### src/rtl/axi_pmp_read_gate.sv
// rtl/axi_pmp_read_gate.sv - AXI read-address PMP gate with SLVERR completion of denied bursts
//
// Accepts one AR at a time from the upstream slave port and holds it in a latch.
// The latched AR goes to the PMP checker. A permitted AR is forwarded downstream.
// For a denied AR, the gate waits until every forwarded read burst has returned its
// last beat, then answers the burst itself with SLVERR beats. AW, W and B pass
// straight through.
//
// Ports:
//   clk_i, rst_ni           clock, synchronous active-low reset
//   slv_req_i / slv_rsp_o   upstream AXI slave port (request in, response out)
//   mst_req_o / mst_rsp_i   downstream AXI master port (request out, response in)
//   pmp_addr_o/len_o/size_o latched AR fields under check
//   pmp_valid_o             check request, high for the whole CHECK state
//   pmp_done_i/pmp_allow_i  check result; allow is sampled only with valid && done
//   denied_cnt_o            saturating count of denied ARs
//
// Optional feature macro: AXI_PMP_READ_GATE_DENY_CNT_EN
//   defined   -> denied_cnt_o is a 16-bit saturating deny counter
//   undefined -> no counter register, denied_cnt_o is tied to zero

package axi_pmp_read_gate_pkg;
    typedef struct packed {
        logic [3:0]  id;
        logic [63:0] addr;
        logic [7:0]  len;
        logic [2:0]  size;
        logic [1:0]  burst;
        logic        lock;
        logic [3:0]  cache;
        logic [2:0]  prot;
        logic [3:0]  qos;
        logic [3:0]  region;
        logic [5:0]  atop;
        logic        user;
    } aw_chan_t;

    typedef struct packed {
        logic [63:0] data;
        logic [7:0]  strb;
        logic        last;
        logic        user;
    } w_chan_t;

    typedef struct packed {
        logic [3:0] id;
        logic [1:0] resp;
        logic       user;
    } b_chan_t;

    typedef struct packed {
        logic [3:0]  id;
        logic [63:0] addr;
        logic [7:0]  len;
        logic [2:0]  size;
        logic [1:0]  burst;
        logic        lock;
        logic [3:0]  cache;
        logic [2:0]  prot;
        logic [3:0]  qos;
        logic [3:0]  region;
        logic        user;
    } ar_chan_t;

    typedef struct packed {
        logic [3:0]  id;
        logic [63:0] data;
        logic [1:0]  resp;
        logic        last;
        logic        user;
    } r_chan_t;

    typedef struct packed {
        aw_chan_t aw;
        logic     aw_valid;
        w_chan_t  w;
        logic     w_valid;
        logic     b_ready;
        ar_chan_t ar;
        logic     ar_valid;
        logic     r_ready;
    } axi_req_t;

    typedef struct packed {
        logic    aw_ready;
        logic    ar_ready;
        logic    w_ready;
        logic    b_valid;
        b_chan_t b;
        logic    r_valid;
        r_chan_t r;
    } axi_rsp_t;
endpackage

module axi_pmp_read_gate #(
    parameter int unsigned ADDR_WIDTH      = 64,
    parameter int unsigned ID_WIDTH        = 4,
    parameter int unsigned DATA_WIDTH      = 64,
    parameter int unsigned MAX_OUTSTANDING = 4,
    parameter type         axi_req_t       = axi_pmp_read_gate_pkg::axi_req_t,
    parameter type         axi_rsp_t       = axi_pmp_read_gate_pkg::axi_rsp_t
) (
    input  logic                  clk_i,
    input  logic                  rst_ni,
    input  axi_req_t              slv_req_i,
    output axi_rsp_t              slv_rsp_o,
    output axi_req_t              mst_req_o,
    input  axi_rsp_t              mst_rsp_i,
    output logic [ADDR_WIDTH-1:0] pmp_addr_o,
    output logic [7:0]            pmp_len_o,
    output logic [2:0]            pmp_size_o,
    output logic                  pmp_valid_o,
    input  logic                  pmp_done_i,
    input  logic                  pmp_allow_i,
    output logic [15:0]           denied_cnt_o
);

    localparam int unsigned CW = $clog2(MAX_OUTSTANDING + 1);
    localparam logic [CW-1:0] MAX_OUT = CW'(MAX_OUTSTANDING);

    typedef enum logic [2:0] {
        IDLE,
        CHECK,
        FWD,
        DRAIN,
        ERR
    } state_e;

    state_e        state_q, state_d;
    logic [CW-1:0] outst_q, outst_d;
    logic [7:0]    beat_q, beat_d;
    axi_req_t      req_lat_q, req_lat_d;
    logic          ar_inc;
    logic          r_dec;

    // The PMP checker always sees the latch, so its inputs cannot change while
    // a check is pending.
    assign pmp_addr_o = ADDR_WIDTH'(req_lat_q.ar.addr);
    assign pmp_len_o  = req_lat_q.ar.len;
    assign pmp_size_o = req_lat_q.ar.size;

    always_comb begin
        state_d   = state_q;
        outst_d   = outst_q;
        beat_d    = beat_q;
        req_lat_d = req_lat_q;
        ar_inc    = 1'b0;

        // AW/W/B and the downstream R path are wires; AR is always sourced from the latch.
        mst_req_o          = slv_req_i;
        mst_req_o.ar       = req_lat_q.ar;
        mst_req_o.ar_valid = 1'b0;
        slv_rsp_o          = mst_rsp_i;
        slv_rsp_o.ar_ready = 1'b0;
        pmp_valid_o        = 1'b0;

        // Handshake outputs are qualified with rst_ni so they stay low while reset is held.
        unique case (state_q)
            IDLE: begin
                slv_rsp_o.ar_ready = rst_ni && (outst_q < MAX_OUT);
                if (slv_req_i.ar_valid && slv_rsp_o.ar_ready) begin
                    req_lat_d.ar = slv_req_i.ar;
                    state_d      = CHECK;
                end
            end
            CHECK: begin
                pmp_valid_o = rst_ni;
                if (pmp_done_i) begin
                    state_d = pmp_allow_i ? FWD : DRAIN;
                end
            end
            FWD: begin
                mst_req_o.ar_valid = rst_ni;
                if (mst_rsp_i.ar_ready) begin
                    ar_inc  = 1'b1;
                    state_d = IDLE;
                end
            end
            DRAIN: begin
                // Earlier permitted bursts may share this ID, so the error
                // beats must come after all their data has returned.
                if (outst_q == '0) begin
                    state_d = ERR;
                end
            end
            ERR: begin
                slv_rsp_o.r       = '0;
                slv_rsp_o.r.id    = ID_WIDTH'(req_lat_q.ar.id);
                slv_rsp_o.r.data  = DATA_WIDTH'(0);
                slv_rsp_o.r.resp  = 2'b10;
                slv_rsp_o.r.last  = (beat_q == req_lat_q.ar.len);
                slv_rsp_o.r_valid = rst_ni;
                mst_req_o.r_ready = 1'b0;
                if (slv_req_i.r_ready) begin
                    // Comparing with len before incrementing lets len=255 produce
                    // all 256 beats without the 8-bit counter wrapping.
                    if (slv_rsp_o.r.last) begin
                        beat_d  = 8'd0;
                        state_d = IDLE;
                    end else begin
                        beat_d = beat_q + 8'd1;
                    end
                end
            end
            default: state_d = IDLE;
        endcase

        r_dec = mst_rsp_i.r_valid && mst_req_o.r_ready && mst_rsp_i.r.last && (outst_q != '0);

        unique case ({ar_inc, r_dec})
            2'b10:   outst_d = outst_q + CW'(1);
            2'b01:   outst_d = outst_q - CW'(1);
            default: outst_d = outst_q;
        endcase
    end

    always_ff @(posedge clk_i) begin
        if (!rst_ni) begin
            state_q   <= IDLE;
            outst_q   <= '0;
            beat_q    <= '0;
            req_lat_q <= '0;
        end else begin
            state_q   <= state_d;
            outst_q   <= outst_d;
            beat_q    <= beat_d;
            req_lat_q <= req_lat_d;
        end
    end

`ifdef AXI_PMP_READ_GATE_DENY_CNT_EN
    logic [15:0] deny_cnt_q, deny_cnt_d;
    logic        deny_evt;

    assign deny_evt = (state_q == CHECK) && pmp_done_i && !pmp_allow_i;

    always_comb begin
        deny_cnt_d = deny_cnt_q;
        if (deny_evt && (deny_cnt_q != 16'hFFFF)) begin
            deny_cnt_d = deny_cnt_q + 16'd1;
        end
    end

    always_ff @(posedge clk_i) begin
        if (!rst_ni) begin
            deny_cnt_q <= '0;
        end else begin
            deny_cnt_q <= deny_cnt_d;
        end
    end

    assign denied_cnt_o = deny_cnt_q;
`else
    assign denied_cnt_o = '0;
`endif

endmodule

### config.mk
export PLATFORM = sky130hd
export DESIGN_NAME = axi_pmp_read_gate
export DESIGN_NICKNAME = d
export VERILOG_FILES = /design/src/rtl/axi_pmp_read_gate.sv
export SDC_FILE = /design/constraint.sdc
export NUM_CORES = 1
export LEC_CHECK = 0
export ABC_CLOCK_PERIOD_IN_PS = 3900
export BUFFER_PORTS_ARGS = -buffer_cell sky130_fd_sc_hd__clkbuf_2
export CAP_MARGIN = 25
export CORE_AREA = 2 2 320 322
export DETAILED_ROUTE_END_ITERATION = 6
export DIE_AREA = 0 0 322 324
export SETUP_SLACK_MARGIN = 0.5
export SLEW_MARGIN = 15
export SYNTH_ARGS = -nofsm -noshare
export SYNTH_HDL_FRONTEND = slang
export SYNTH_SLANG_ARGS = --single-unit
export TNS_END_PERCENT = 50
### constraint.sdc
create_clock -name clk_i -period 3.9 [get_ports clk_i]
set_input_delay 0.975 -clock clk_i [delete_from_list [all_inputs] [get_ports clk_i]]
set_output_delay 0.975 -clock clk_i [all_outputs]
set_load 0.05 [all_outputs]
# Word level (Yosys, flattened, before mapping)
# Cells that the tools add are included.
[word_totals]
output_inout_bits = 457
ff_bits = 112
[classes]
n_eq_ne = 13
n_lt_le_gt_ge = 1
muxes = 17
n_addsub = 3
reduce_logical = 12
[op_table]
columns = ["op", "n"]
rows = [
  ["two-way mux 73 bit", 1],
  ["two-way mux 3 bit", 6],
  ["one-hot mux 3 bit (5 select lines)", 1],
  ["inequality test 2 bit (second input constant)", 6],
  ["adder 8 x 1 -> 8 bit (second input constant)", 1],
  ["equality test 8 bit", 1],
  ["two-way mux 8 bit", 1],
  ["two-way mux 1 bit", 7],
  ["equality test 3 x 2 -> 1 bit (second input constant)", 2],
  ["logical NOT 3 bit", 2],
  ["one-hot mux 3 bit (2 select lines)", 1],
  ["AND reduction 6 bit", 1],
  ["logical AND 1 bit", 5],
  ["AND reduction 2 bit", 2],
  ["adder 3 x 1 -> 3 bit (second input constant)", 1],
  ["equality test 3 x 1 -> 1 bit (second input constant)", 1],
  ["equality test 3 bit (second input constant)", 1],
  ["less-than comparator 3 bit (second input constant)", 1],
  ["nonzero test 3 bit", 1],
  ["subtractor 3 x 1 -> 3 bit (second input constant)", 1],
  ["equality test 2 x 1 -> 1 bit (second input constant)", 1],
  ["equality test 2 bit (second input constant)", 1],
  ["nonzero test 2 bit", 1],
]

# Logic depth before layout (Yosys ltp)
[logic_depth]
ltp_word = 7
ltp_mapped = 10
depth_no_buf = 9

# Worst setup path before layout
# No wires, ideal clock.
[synth_path]
kind = "in2out"
start = "input port rst_ni"
end = "output port mst_req_o[1] (netlist name)"
arrival_ns = 2.556
stages = 3
path_buffers = 1
path_slack_ns = 0.369
path_cell_list = "clkbuf_1 -> nand2b_1 -> nor3b_1"
[synth_rtl]
columns = ["element", "line", "text"]
rows = [
  ["start: declaration", "104", "input logic rst_ni,"],
  ["end: declaration", "107", "output axi_req_t mst_req_o,"],
]

==> metrics.txt <==
outcome=completed; DIE AREA=104,000 µm²; sequential-to-total area share from yosys stat=0.316; FF+latch count, synth=~110; Mapped Area=between 7000 and 8000 µm²; switching pwr=~1400 µW; crit-path max FO=4; PwrDens=366 nW/µm²; gpl congestion=approximately 0.70; Pre-antenna DRT Iters=5; clock-pin slew on the worst setup and hold paths=around 0.090 ns; Clock Latency Late Sink=0.41 ns; hold_buf cts=0; Worst setup SP type=flop; Core Area=between 100,000 and 150,000 µm²; Vias=~6,100; layout cells sized above 1=0.457; actual slew at the worst max-slew pin=around 0.76 ns; CP arrival=approximately 2.2 ns; CTS max path bufs=2; final setup TNS=0 ns; sw frac=0.415; Synth-to-Final Area Change=28.2%; pre-CTS WS=roughly 0.51 ns; synth unique cells=42; Comb pwr share=0.302; Via density=2.60; first-pass GRT wire length=about 47,000 µm; root buf cell=clkbuf_16; WS Path Type=reg -> out; dominant cells by area after synthesis=dfxtp_1 32%, buf_4 30%, nand2_1 11%; height of the chip=between 300 and 400 µm; Slew Viols, Final=0; clock sinks=around 110; hpwl dp=around 31,000 µm; Starting DRT DRC Count=around 230; Final Hold Fails=0; Int Pwr=around 2000 µW; maximum clock rate=312 MHz; max-cap check violation count=0; area leader, netlist=dfxtp_1; routed length per placed instance=16.0 µm; initial antenna violation count=30; RSZ-0062 raised after global routing=true; GR Util All Layers=0.0686; Clock Skews=roughly 0.015 ns; Final nets=between 1,000 and 1,500; Synth Area per Inst=between 8 and 9 µm²; cts bufs inserted=9; Max VDD drop=0.171 mV; final setup violation count=0; Min Clock Period, post-route=3.20 ns; chip width=between 300 and 400 µm; # resized after CTS=0; leakage dissipation=between 0.003 and 0.004 µW; DRC=0; initial core utilization=0.0702; Critical Path Sink Type=output port; Slew HR=0.493; CTS tree=done; post-route setup slack=0.696 ns; port buffer count=roughly 430; clock network fraction of design power=0.322; Cell Rows=roughly 120; Synthesis Warnings=0; part of the power in registers=0.376; worst min path class=reg -> reg; antenna viol nets, final=0; H-tree depth=3; Mapped Cells=roughly 890; final WL=about 38,000 µm; post-synth top area share=0.316; vias in the first global route=about 5,400; grt ovf=0; critical path data required time=roughly 2.9 ns; IO Count=about 830; Tcrit/Tclk final=0.822; largest net degree at the start of global routing=52
==> placed cells by master, fill, tap and decap left out, types with 3 or more instances in the layout <==
master	n
and3_1	3
mux2_2	6
xor2_1	6
a21oi_1	3
nand2_1	203
o21ai_0	5
nand3_1	3
clkbuf_2	426
inv_1	3
nor2b_1	68
xnor2_1	9
nand4_1	5
nor2_1	5
diode_2	7
clkbuf_16	9
nor3_1	3
dfxtp_1	112
conb_1	16
a21boi_1	98
buf_4	15
==> flip-flops by register name, summed over array words and instances (netlist names) <==
register / flops
beat_q: 8
mst_req_o: 23
outst_q: 3
pmp_addr_o: 64
pmp_len_o: 8
pmp_size_o: 3
state_q: 3
==> final timing paths <==
kind / from / endpoint / slack [ns] / cells after the start
min reg2reg: mst_req_o[19] / mst_req_o[19] / 0.45 / 2
max reg2reg: state_q[0] / outst_q[2] / 1.39 / 10
max: pmp_len_o[7] / slv_rsp_o[1] / 0.70 / 6
min: mst_req_o[19] / mst_req_o[19] / 0.45 / 2
==> Yosys cell counts (all sizes together) <==
cell and number:
nand4 5, nor3 4, and2 2, or3 1, a31oi 1, or4bb 1
and4b 2, a21boi 99, mux2 6, fa 1, o211ai 2, nand3 3
dfxtp 112, nor4bb 1, a21oi 3, nand2 203, nor2b 68, nor3b 4
nor2 5, nand4b 1, buf 303, xor2 6, or3b 2, o21ai 5
ha 2, or4b 1, clkbuf 23, and3 3, or2 1, conb 1
nand2b 1, nand3b 1, xnor2 9, inv 3, o41ai 1
==> power by group through the flow <==
stage / clock (µW) / sequential (µW) / combinational, µW
floorplan: 0 / 1430 / 1110
global placement: 0 / 1280 / 1020
detailed placement: 0 / 1280 / 1020
CTS: 1190 / 1250 / 1030
global route: 1200 / 1260 / 1070
finish: 1070 / 1250 / 1010
==> cells by family (layout without fill, tap and decap cells) <==
family | Yosys count | count (layout) | share of synthesized area
AO/OA/AOI/OAI | 111 | 111 | 0.116
XOR/XNOR | 15 | 15 | 0.0185
adder cells (fa/ha/maj) | 3 | 3 | 0.00635
buffers and inverters | 329 | 462 | 0.329
flip-flops | 112 | 112 | 0.316
multiplexers | 6 | 6 | 0.00953
other | 1 | 23 | 0.000529
AND/OR/NAND/NOR | 309 | 309 | 0.205
==> per-stage QoR <==
stage          std cells  utilization  power [µW]  hold slack, ns  instance area (µm²)
4_1_cts             2342       0.0898        3470           0.457                 9070
2_1_floorplan        901            -        2550           0.487                 7150
5_1_grt             2345       0.0899        3530           0.471                 9080
6_report            2350       0.0900        3330           0.455                 9090
3_5_place_dp        2326       0.0868        2300           0.445                 8770
3_3_place_gp        2326       0.0868        2300           0.444                 8770
==> cell type report <==
| cell class | count | area [µm²] |
|---|---|---|
| Fill cell | 11900 | 91900 |
| Sequential cell | 112 | 2240 |
| Timing Repair Buffer | 443 | 2280 |
| Clock buffer | 10 | 229 |
| Inverter | 3 | 11.3 |
| Antenna cell | 7 | 17.5 |
| Multi-Input combinational cell | 460 | 2600 |
| Clock inverter | 6 | 75.1 |
| Tap cell | 1309 | 1640 |
==> repair_timing <==
action	CTS	global route
setup endpoints to repair	0	2
setup buffers	0	1
hold endpoints to repair	0	0
==> metal layers <==
layer / wire (µm) / global-route usage / vias to the layer above / part of all wire
li1: - / - / 2793 / -
met2: 14000 / 0.0874 / 494 / 0.37
met5: 297 / 0 / - / 0.0079
met3: 7210 / 0.0661 / 143 / 0.19
met4: 1590 / 0.0347 / 46 / 0.042
met1: 14400 / 0.0733 / 2638 / 0.38
==> critical path: stages (launching register included) <==
cell and delay [ns]:
dfxtp_1 0.65, xnor2_1 0.18, nand2_1 0.10, nor3_1 0.20
buf_4 0.22, mux2_2 0.18, clkbuf_2 0.27
Power figures use the tool's default switching activity.
